## config.mk

```make
export PLATFORM = sky130hd
export DESIGN_NAME = pe_seq_ctrl_flat
export DESIGN_NICKNAME = d
export VERILOG_FILES = /design/src/rtl/pe_seq_ctrl_if.sv /design/src/rtl/pe_seq_ctrl.sv /design/src/flat_wrapper.sv
export SDC_FILE = /design/constraint.sdc
export NUM_CORES = 1
export LEC_CHECK = 0
export BUFFER_PORTS_ARGS = -buffer_cell sky130_fd_sc_hd__buf_2
export CAP_MARGIN = 20
export CORE_ASPECT_RATIO = 1.2
export CORE_MARGIN = 2
export CORE_UTILIZATION = 35
export DETAILED_ROUTE_END_ITERATION = 6
export GPL_ROUTABILITY_DRIVEN = 0
export PLACE_DENSITY_LB_ADDON = 0.2
export SYNTH_ARGS = -nofsm -noshare
export SYNTH_HDL_FRONTEND = slang
export SYNTH_SLANG_ARGS = --single-unit
```

## constraint.sdc

```tcl
create_clock -name aclk -period 2.4 [get_ports aclk]
set_input_delay 0.12 -clock aclk [delete_from_list [all_inputs] [get_ports aclk]]
set_output_delay 0.12 -clock aclk [all_outputs]
set_load 0.03 [all_outputs]
```

## src/rtl/pe_seq_ctrl_if.sv

```systemverilog
`default_nettype none
// ============================================================================
// Module  : pe_seq_ctrl_if
// Brief   : Host, global-buffer and PE signal bundle for the PE sequencer.
// Revision: 1.0
// ============================================================================
interface pe_seq_ctrl_if #(
  parameter int GB_AW = 8,
  parameter int PE_AW = 6
);
  logic             start;
  logic             busy;
  logic             done;
  logic             err;
  logic [31:0]      result;
  logic             gb_en;
  logic [GB_AW-1:0] gb_addr;
  logic [31:0]      gb_dout;
  logic             pe_clr_n;
  logic [PE_AW-1:0] pe_addr;
  logic [31:0]      pe_din;
  logic             pe_we;
  logic [31:0]      pe_ain;
  logic             pe_valid;
  logic             pe_dvalid;
  logic [31:0]      pe_dout;

  modport master (
    input  start, gb_dout, pe_dvalid, pe_dout,
    output busy, done, err, result, gb_en, gb_addr,
           pe_clr_n, pe_addr, pe_din, pe_we, pe_ain, pe_valid
  );

  modport slave (
    output start, gb_dout, pe_dvalid, pe_dout,
    input  busy, done, err, result, gb_en, gb_addr,
           pe_clr_n, pe_addr, pe_din, pe_we, pe_ain, pe_valid
  );
endinterface
`default_nettype wire

```

## src/rtl/pe_seq_ctrl.sv

```systemverilog
`default_nettype none
// ============================================================================
// Module  : pe_seq_ctrl
// Brief   : Runs one dot-product job on a PE: clear, load N weights, stream N
//           inputs, return the final accumulator value.
// Revision: 1.0
// ============================================================================
module pe_seq_ctrl #(
  parameter int N       = 16,
  parameter int PE_AW   = 6,
  parameter int GB_AW   = 8,
  parameter int W_BASE  = 0,
  parameter int X_BASE  = 16,
  parameter int TIMEOUT = 255
) (
  input  logic          aclk,
  input  logic          aresetn,
  pe_seq_ctrl_if.master bus
);
  localparam int IW = (N > 1) ? $clog2(N) : 1;
  localparam int CW = $clog2(TIMEOUT + 1);
  localparam logic [IW-1:0]    LAST_IDX = IW'(N - 1);
  localparam logic [CW-1:0]    TO_LAST  = CW'(TIMEOUT - 1);
  localparam logic [GB_AW-1:0] W_BASE_A = GB_AW'(W_BASE);
  localparam logic [GB_AW-1:0] X_BASE_A = GB_AW'(X_BASE);

  localparam logic [2:0] S_IDLE     = 3'd0;
  localparam logic [2:0] S_CLEAR    = 3'd1;
  localparam logic [2:0] S_LD_RD    = 3'd2;
  localparam logic [2:0] S_LD_WR    = 3'd3;
  localparam logic [2:0] S_CA_RD    = 3'd4;
  localparam logic [2:0] S_CA_ISSUE = 3'd5;
  localparam logic [2:0] S_CA_WAIT  = 3'd6;
  localparam logic [2:0] S_DONE     = 3'd7;

  logic [2:0]       state_q,    state_d;
  logic [IW-1:0]    i_q,        i_d;
  logic [CW-1:0]    cnt_q,      cnt_d;
  logic             err_q,      err_d;
  logic [31:0]      result_q,   result_d;
  logic [31:0]      ain_q,      ain_d;
  logic             busy_q,     busy_d;
  logic             done_q,     done_d;
  logic             gb_en_q,    gb_en_d;
  logic [GB_AW-1:0] gb_addr_q,  gb_addr_d;
  logic             pe_clr_n_q, pe_clr_n_d;
  logic             pe_we_q,    pe_we_d;
  logic             pe_valid_q, pe_valid_d;
  logic [PE_AW-1:0] pe_addr_q,  pe_addr_d;

  always_ff @(posedge aclk or negedge aresetn) begin
    if (!aresetn) state_q <= S_IDLE;
    else          state_q <= state_d;
  end

  always_comb begin
    state_d  = state_q;
    i_d      = i_q;
    cnt_d    = cnt_q;
    err_d    = err_q;
    result_d = result_q;
    ain_d    = ain_q;
    case (state_q)
      S_IDLE: begin
        if (bus.start) begin
          err_d   = 1'b0;
          i_d     = '0;
          state_d = S_CLEAR;
        end
      end
      S_CLEAR: state_d = S_LD_RD;
      S_LD_RD: state_d = S_LD_WR;
      S_LD_WR: begin
        if (i_q == LAST_IDX) begin
          i_d     = '0;
          state_d = S_CA_RD;
        end else begin
          i_d     = i_q + IW'(1);
          state_d = S_LD_RD;
        end
      end
      S_CA_RD: state_d = S_CA_ISSUE;
      S_CA_ISSUE: begin
        cnt_d   = '0;
        ain_d   = bus.gb_dout;
        state_d = S_CA_WAIT;
      end
      S_CA_WAIT: begin
        cnt_d = cnt_q + CW'(1);
        // A result arriving in the last allowed cycle beats the timeout.
        if (bus.pe_dvalid) begin
          if (i_q == LAST_IDX) begin
            result_d = bus.pe_dout;
            state_d  = S_DONE;
          end else begin
            i_d     = i_q + IW'(1);
            state_d = S_CA_RD;
          end
        end else if (cnt_q == TO_LAST) begin
          err_d   = 1'b1;
          state_d = S_DONE;
        end
      end
      S_DONE:  state_d = S_IDLE;
      default: state_d = S_IDLE;
    endcase
  end

  // Outputs are decoded from the next state so the registered copies line up
  // with the state they belong to.
  always_comb begin
    busy_d     = (state_d != S_IDLE);
    done_d     = (state_d == S_DONE);
    gb_en_d    = (state_d == S_LD_RD) || (state_d == S_CA_RD);
    gb_addr_d  = gb_addr_q;
    pe_clr_n_d = (state_d != S_CLEAR);
    pe_we_d    = (state_d == S_LD_WR);
    pe_valid_d = (state_d == S_CA_ISSUE);
    pe_addr_d  = pe_addr_q;
    case (state_d)
      S_LD_RD:            gb_addr_d = W_BASE_A + GB_AW'(i_d);
      S_CA_RD:            gb_addr_d = X_BASE_A + GB_AW'(i_d);
      S_LD_WR, S_CA_ISSUE: pe_addr_d = PE_AW'(i_d);
      default: ;
    endcase
  end

  always_ff @(posedge aclk or negedge aresetn) begin
    if (!aresetn) begin
      i_q        <= '0;
      cnt_q      <= '0;
      err_q      <= 1'b0;
      result_q   <= '0;
      ain_q      <= '0;
      busy_q     <= 1'b0;
      done_q     <= 1'b0;
      gb_en_q    <= 1'b0;
      gb_addr_q  <= '0;
      pe_clr_n_q <= 1'b1;
      pe_we_q    <= 1'b0;
      pe_valid_q <= 1'b0;
      pe_addr_q  <= '0;
    end else begin
      i_q        <= i_d;
      cnt_q      <= cnt_d;
      err_q      <= err_d;
      result_q   <= result_d;
      ain_q      <= ain_d;
      busy_q     <= busy_d;
      done_q     <= done_d;
      gb_en_q    <= gb_en_d;
      gb_addr_q  <= gb_addr_d;
      pe_clr_n_q <= pe_clr_n_d;
      pe_we_q    <= pe_we_d;
      pe_valid_q <= pe_valid_d;
      pe_addr_q  <= pe_addr_d;
    end
  end

  // Buffer data only arrives in the write/issue cycle itself, so it is
  // forwarded directly there; the operand is then held from ain_q.
  assign bus.pe_din   = pe_we_q ? bus.gb_dout : '0;
  assign bus.pe_ain   = (state_q == S_CA_ISSUE) ? bus.gb_dout : ain_q;
  assign bus.busy     = busy_q;
  assign bus.done     = done_q;
  assign bus.err      = err_q;
  assign bus.result   = result_q;
  assign bus.gb_en    = gb_en_q;
  assign bus.gb_addr  = gb_addr_q;
  assign bus.pe_clr_n = pe_clr_n_q;
  assign bus.pe_we    = pe_we_q;
  assign bus.pe_valid = pe_valid_q;
  assign bus.pe_addr  = pe_addr_q;
endmodule
`default_nettype wire

```

## src/flat_wrapper.sv

```systemverilog
// flat-port wrapper written by rule: the top's interface ports become plain ports
module pe_seq_ctrl_flat 
#(
  parameter int N       = 16,
  parameter int PE_AW   = 6,
  parameter int GB_AW   = 8,
  parameter int W_BASE  = 0,
  parameter int X_BASE  = 16,
  parameter int TIMEOUT = 255
)
  (aclk, aresetn, bus_start, bus_gb_dout, bus_pe_dvalid, bus_pe_dout, bus_busy, bus_done, bus_err, bus_result, bus_gb_en, bus_gb_addr, bus_pe_clr_n, bus_pe_addr, bus_pe_din, bus_pe_we, bus_pe_ain, bus_pe_valid);
  pe_seq_ctrl_if #(.GB_AW(GB_AW), .PE_AW(PE_AW)) bus_i ();
  input  logic aclk;
  input  logic aresetn;
  input wire logic [$bits(bus_i.start)-1:0] bus_start;
  input wire logic [$bits(bus_i.gb_dout)-1:0] bus_gb_dout;
  input wire logic [$bits(bus_i.pe_dvalid)-1:0] bus_pe_dvalid;
  input wire logic [$bits(bus_i.pe_dout)-1:0] bus_pe_dout;
  output wire logic [$bits(bus_i.busy)-1:0] bus_busy;
  output wire logic [$bits(bus_i.done)-1:0] bus_done;
  output wire logic [$bits(bus_i.err)-1:0] bus_err;
  output wire logic [$bits(bus_i.result)-1:0] bus_result;
  output wire logic [$bits(bus_i.gb_en)-1:0] bus_gb_en;
  output wire logic [$bits(bus_i.gb_addr)-1:0] bus_gb_addr;
  output wire logic [$bits(bus_i.pe_clr_n)-1:0] bus_pe_clr_n;
  output wire logic [$bits(bus_i.pe_addr)-1:0] bus_pe_addr;
  output wire logic [$bits(bus_i.pe_din)-1:0] bus_pe_din;
  output wire logic [$bits(bus_i.pe_we)-1:0] bus_pe_we;
  output wire logic [$bits(bus_i.pe_ain)-1:0] bus_pe_ain;
  output wire logic [$bits(bus_i.pe_valid)-1:0] bus_pe_valid;
  assign bus_i.start = bus_start;
  assign bus_i.gb_dout = bus_gb_dout;
  assign bus_i.pe_dvalid = bus_pe_dvalid;
  assign bus_i.pe_dout = bus_pe_dout;
  assign bus_busy = bus_i.busy;
  assign bus_done = bus_i.done;
  assign bus_err = bus_i.err;
  assign bus_result = bus_i.result;
  assign bus_gb_en = bus_i.gb_en;
  assign bus_gb_addr = bus_i.gb_addr;
  assign bus_pe_clr_n = bus_i.pe_clr_n;
  assign bus_pe_addr = bus_i.pe_addr;
  assign bus_pe_din = bus_i.pe_din;
  assign bus_pe_we = bus_i.pe_we;
  assign bus_pe_ain = bus_i.pe_ain;
  assign bus_pe_valid = bus_i.pe_valid;
  pe_seq_ctrl #(.N(N), .PE_AW(PE_AW), .GB_AW(GB_AW), .W_BASE(W_BASE), .X_BASE(X_BASE), .TIMEOUT(TIMEOUT)) u_core (.aclk(aclk), .aresetn(aresetn), .bus(bus_i));
endmodule
```

==> flow_summary_export.csv <==
group,metric,value,unit
drt,ant_nets,0,
worst_hold_path,hold_depth,2,
synth,ys_seq_area_frac,0.573,
setup_path,crit_family,"flip-flops",
clocking,postCtsSetupBuffers,0,
drt,via_count,3111,
synth,ys.warnings.count,0,
floorplan,initial_utilization,0.359,
job,maxCapViolCount,0,
worst_hold_path,holdPathEnd,"u_core.bus.result[15]",
timing,finalCritPeriodShare,0.924,
grt,grt_max_degree,57,
clocking,cts_root_buf,"clkbuf_16",
finish,fin_area,5690,um2
setup_path,arrival,2.10,ns
floorplan,die-area,12800,um2
floorplan,die_h,123,um
floorplan,die_w,103,um
setup_path,endpoint_kind,"output pin",
power,p_total,6.59,mW
drt,firstDrtPassIters,4,
worst_hold_path,worstHoldStart,"bus_pe_dout[15]",
clocking,path_clk_slew,0.07,ns
clocking,cts.sinks,95,
setup_path,reg2reg_to,"u_core.bus.gb_addr[3]",
timing,fin_crit,2.22,ns
drt,drtIter0Drc,90,
power,vdd_ir_drop_max,0.561,mV
floorplan,fp-row-count,43,
grt,grt_overflow,0,
outcome,run_status,"finished, final reports clean",
timing,hold_violations,0,
clocking,clock_path_buffers,2,
setup_path,cpPeakStageDelay,0.68,ns
placed_design,place_area,5200,um2
grt,grt_usage,0.144,
timing,tns,0,ns
synth,ys_ff_latch,95,
clocking,cts_tree,"built",
setup_path,critical_path.slowest_cell,"dfrtp_1",
timing,fin_worst_skew,0.00742,ns
synth,syn_area,4150,um2
floorplan,coreArea,11600,um2
synth,ys_types,41,
drt,routed_via_density,4.60,
setup_path,ff2ff_setup_slack,0.20,ns
timing,whs,0.00891,ns
setup_path,worstPathRequired,2.28,ns
grt,antenna_found_initial,0,
power,p_per_area,1160,nW/um2
floorplan,io_pins,185,
synth,async_flop_share,1.00,
timing,relSlewSlack,0.470,
clocking,cts_hold_buf,13,
synth,synthCells,323,
timing,tightest_slew,0.796,ns
clocking,htreeDepth,3,
finish,multiInputGateArea,1630,um2
synth,synth_top_flop_cell,"dfrtp_1",
grt,grt_pass1_vias,2873,
timing,setup_viol,0,
placed_design,io_buffers,179,
drt,wirelength,9410,um
power,combPwrFrac,0.417,
power,swShare,0.399,
setup_path,critical_path_class,"flop to output pin",
setup_path,startpoint,"u_core.state_q[1]",
grt,grt_first_pass_wirelength,13800,um
power,clkPwrFrac,0.237,
timing,rsz0062_at_grt,"false",
synth,synth.avg_cell_area,12.9,um2
setup_path,r2r_start,"u_core.i_q[0]",
finish,n_antenna_cell,0,
clocking,numCtsBuffers,9,
power,intPower,3.96,mW
power,switchingPower,2.63,mW
finish,drive_gt1_frac,0.541,
setup_path,critPathBufInv,2,
synth,synth_edf_count,0,
timing,fmax,451,MHz
worst_hold_path,hp-class,"input port to flop",
finish,layout.nets,586,
drt,drcViolationCount,0,
power,seq_power_share,0.346,
timing,drv_slew,0,
drt,routedWlPerCell,13.9,um
finish,area_growth_syn_to_layout,37.2,%
power,p_leak,3.01,nW
finish,ff_latch_area,2380,um2
finish,fillCellCount,1067,
setup_path,cp-start-kind,"flop",
setup_path,r2r_cells,7,
setup_path,critPathMaxFanout,40,
clocking,clock_latency,0.34,ns
clocking,ctsResizeCount,0,
setup_path,path_cells,"nand3b_1 > buf_12 > mux2_2 > buf_2",
placed_design,dp_hpwl,6870,um
synthesized netlist by cell type (4+ instances only):
master / count / area [um2]
nor2_1: 5 / 18.8
mux2_2: 71 / 800
buf_2: 10 / 50.1
buf_4: 5 / 37.5
o21ai_0: 9 / 45.0
inv_1: 6 / 22.5
clkbuf_1: 6 / 22.5
nand3_1: 7 / 35.0
and2_1: 32 / 200
a21oi_1: 12 / 60.1
nand4_1: 5 / 31.3
nand2_1: 14 / 52.6
mux2i_1: 4 / 40.0
ha_1: 4 / 50.1
dfrtp_1: 94 / 2350
power groups by stage:
stage / logic, mW / clock network (mW) / registers [mW]
final: 2.75 / 1.56 / 2.28
after global routing: 2.97 / 1.68 / 2.34
after CTS: 2.78 / 1.61 / 2.29
after detailed placement: 2.76 / 0 / 2.31
after global placement: 2.74 / 0 / 2.28
after floorplan: 1.90 / 0 / 2.36
how the worst max path moves through the flow:
| stage | cells past startpoint | slack, ns | to |
|---|---|---|---|
| finish | 4 | 0.18 | bus_pe_ain[31] |
| detailed placement | 7 | 0.21 | u_core.bus.gb_addr[3] |
| global route | 4 | 0.08 | bus_pe_ain[31] |
| floorplan | 8 | 0.36 | u_core.bus.gb_addr[0] |
| CTS | 4 | 0.16 | bus_pe_ain[31] |
| global placement | 7 | 0.28 | u_core.bus.gb_addr[0] |
layer usage:
metal | part of all wire | up-vias | global-route usage | wire (um)
met5 | 0 | - | 0 | 0
met1 | 0.40 | 1461 | 0.166 | 3770
li1 | - | 1492 | - | -
met3 | 0.073 | 17 | 0.0356 | 684
met2 | 0.50 | 141 | 0.243 | 4670
met4 | 0.030 | 0 | 0.0773 | 278
logic make-up after synthesis:
group / share of synthesized area
adders and majority gates: 0.0121
other: 0.000903
AOI/OAI and AO/OA: 0.0497
buffers and inverters: 0.0395
xor gates and xnor gates: 0.00422
and+or+nand+nor: 0.115
DFF: 0.573
muxes: 0.206
cell usage in the layout, fill, tap and decap left out, types with 3 or more instances in the layout:
master / count
nor2_1: 4
buf_12: 3
inv_1: 6
dfrtp_1: 94
nand4_1: 5
o32ai_1: 3
and2_1: 32
conb_1: 5
nand3_1: 7
buf_2: 178
ha_1: 4
a21oi_1: 12
mux2_2: 71
clkinv_2: 3
nand2_1: 14
nand3b_1: 3
nand2b_1: 3
mux2i_1: 4
buf_4: 3
o21ai_0: 9
clkbuf_16: 9
dlygate4sd3_1: 16
nor3b_1: 3
sequential cells by signal, summed over array words and instances, names as in the netlist:
| register | cells |
|---|---|
| u_core.ain_q | 32 |
| u_core.bus.result | 32 |
| u_core.bus.pe_clr_n | 1 |
| u_core.bus.gb_addr | 5 |
| u_core.bus.pe_addr | 4 |
| u_core.bus.busy | 1 |
| u_core.bus.pe_valid | 1 |
| u_core.i_q | 4 |
| u_core.bus.pe_we | 1 |
| u_core.cnt_q | 8 |
| u_core.bus.gb_en | 1 |
| u_core.state_q | 3 |
| u_core.bus.err | 1 |
| u_core.bus.done | 1 |
final cells by class:
cell class                 count  area share
multi-input combinational    201       0.286
sequential                    95       0.418
clock buffer                  11      0.0444
clock inverter                 5      0.0138
tap                          157      0.0345
timing repair buffer         200       0.199
inverter                       7     0.00483
through the flow:
stage                     setup slack (ns)  instances   util
final                                0.182        676  0.492
after global routing                0.0808        676  0.492
after CTS                            0.157        673  0.490
after detailed placement             0.206        644  0.450
after global placement               0.276        644  0.450
after floorplan                      0.360        327      -
(Power assumes the default switching activity.)
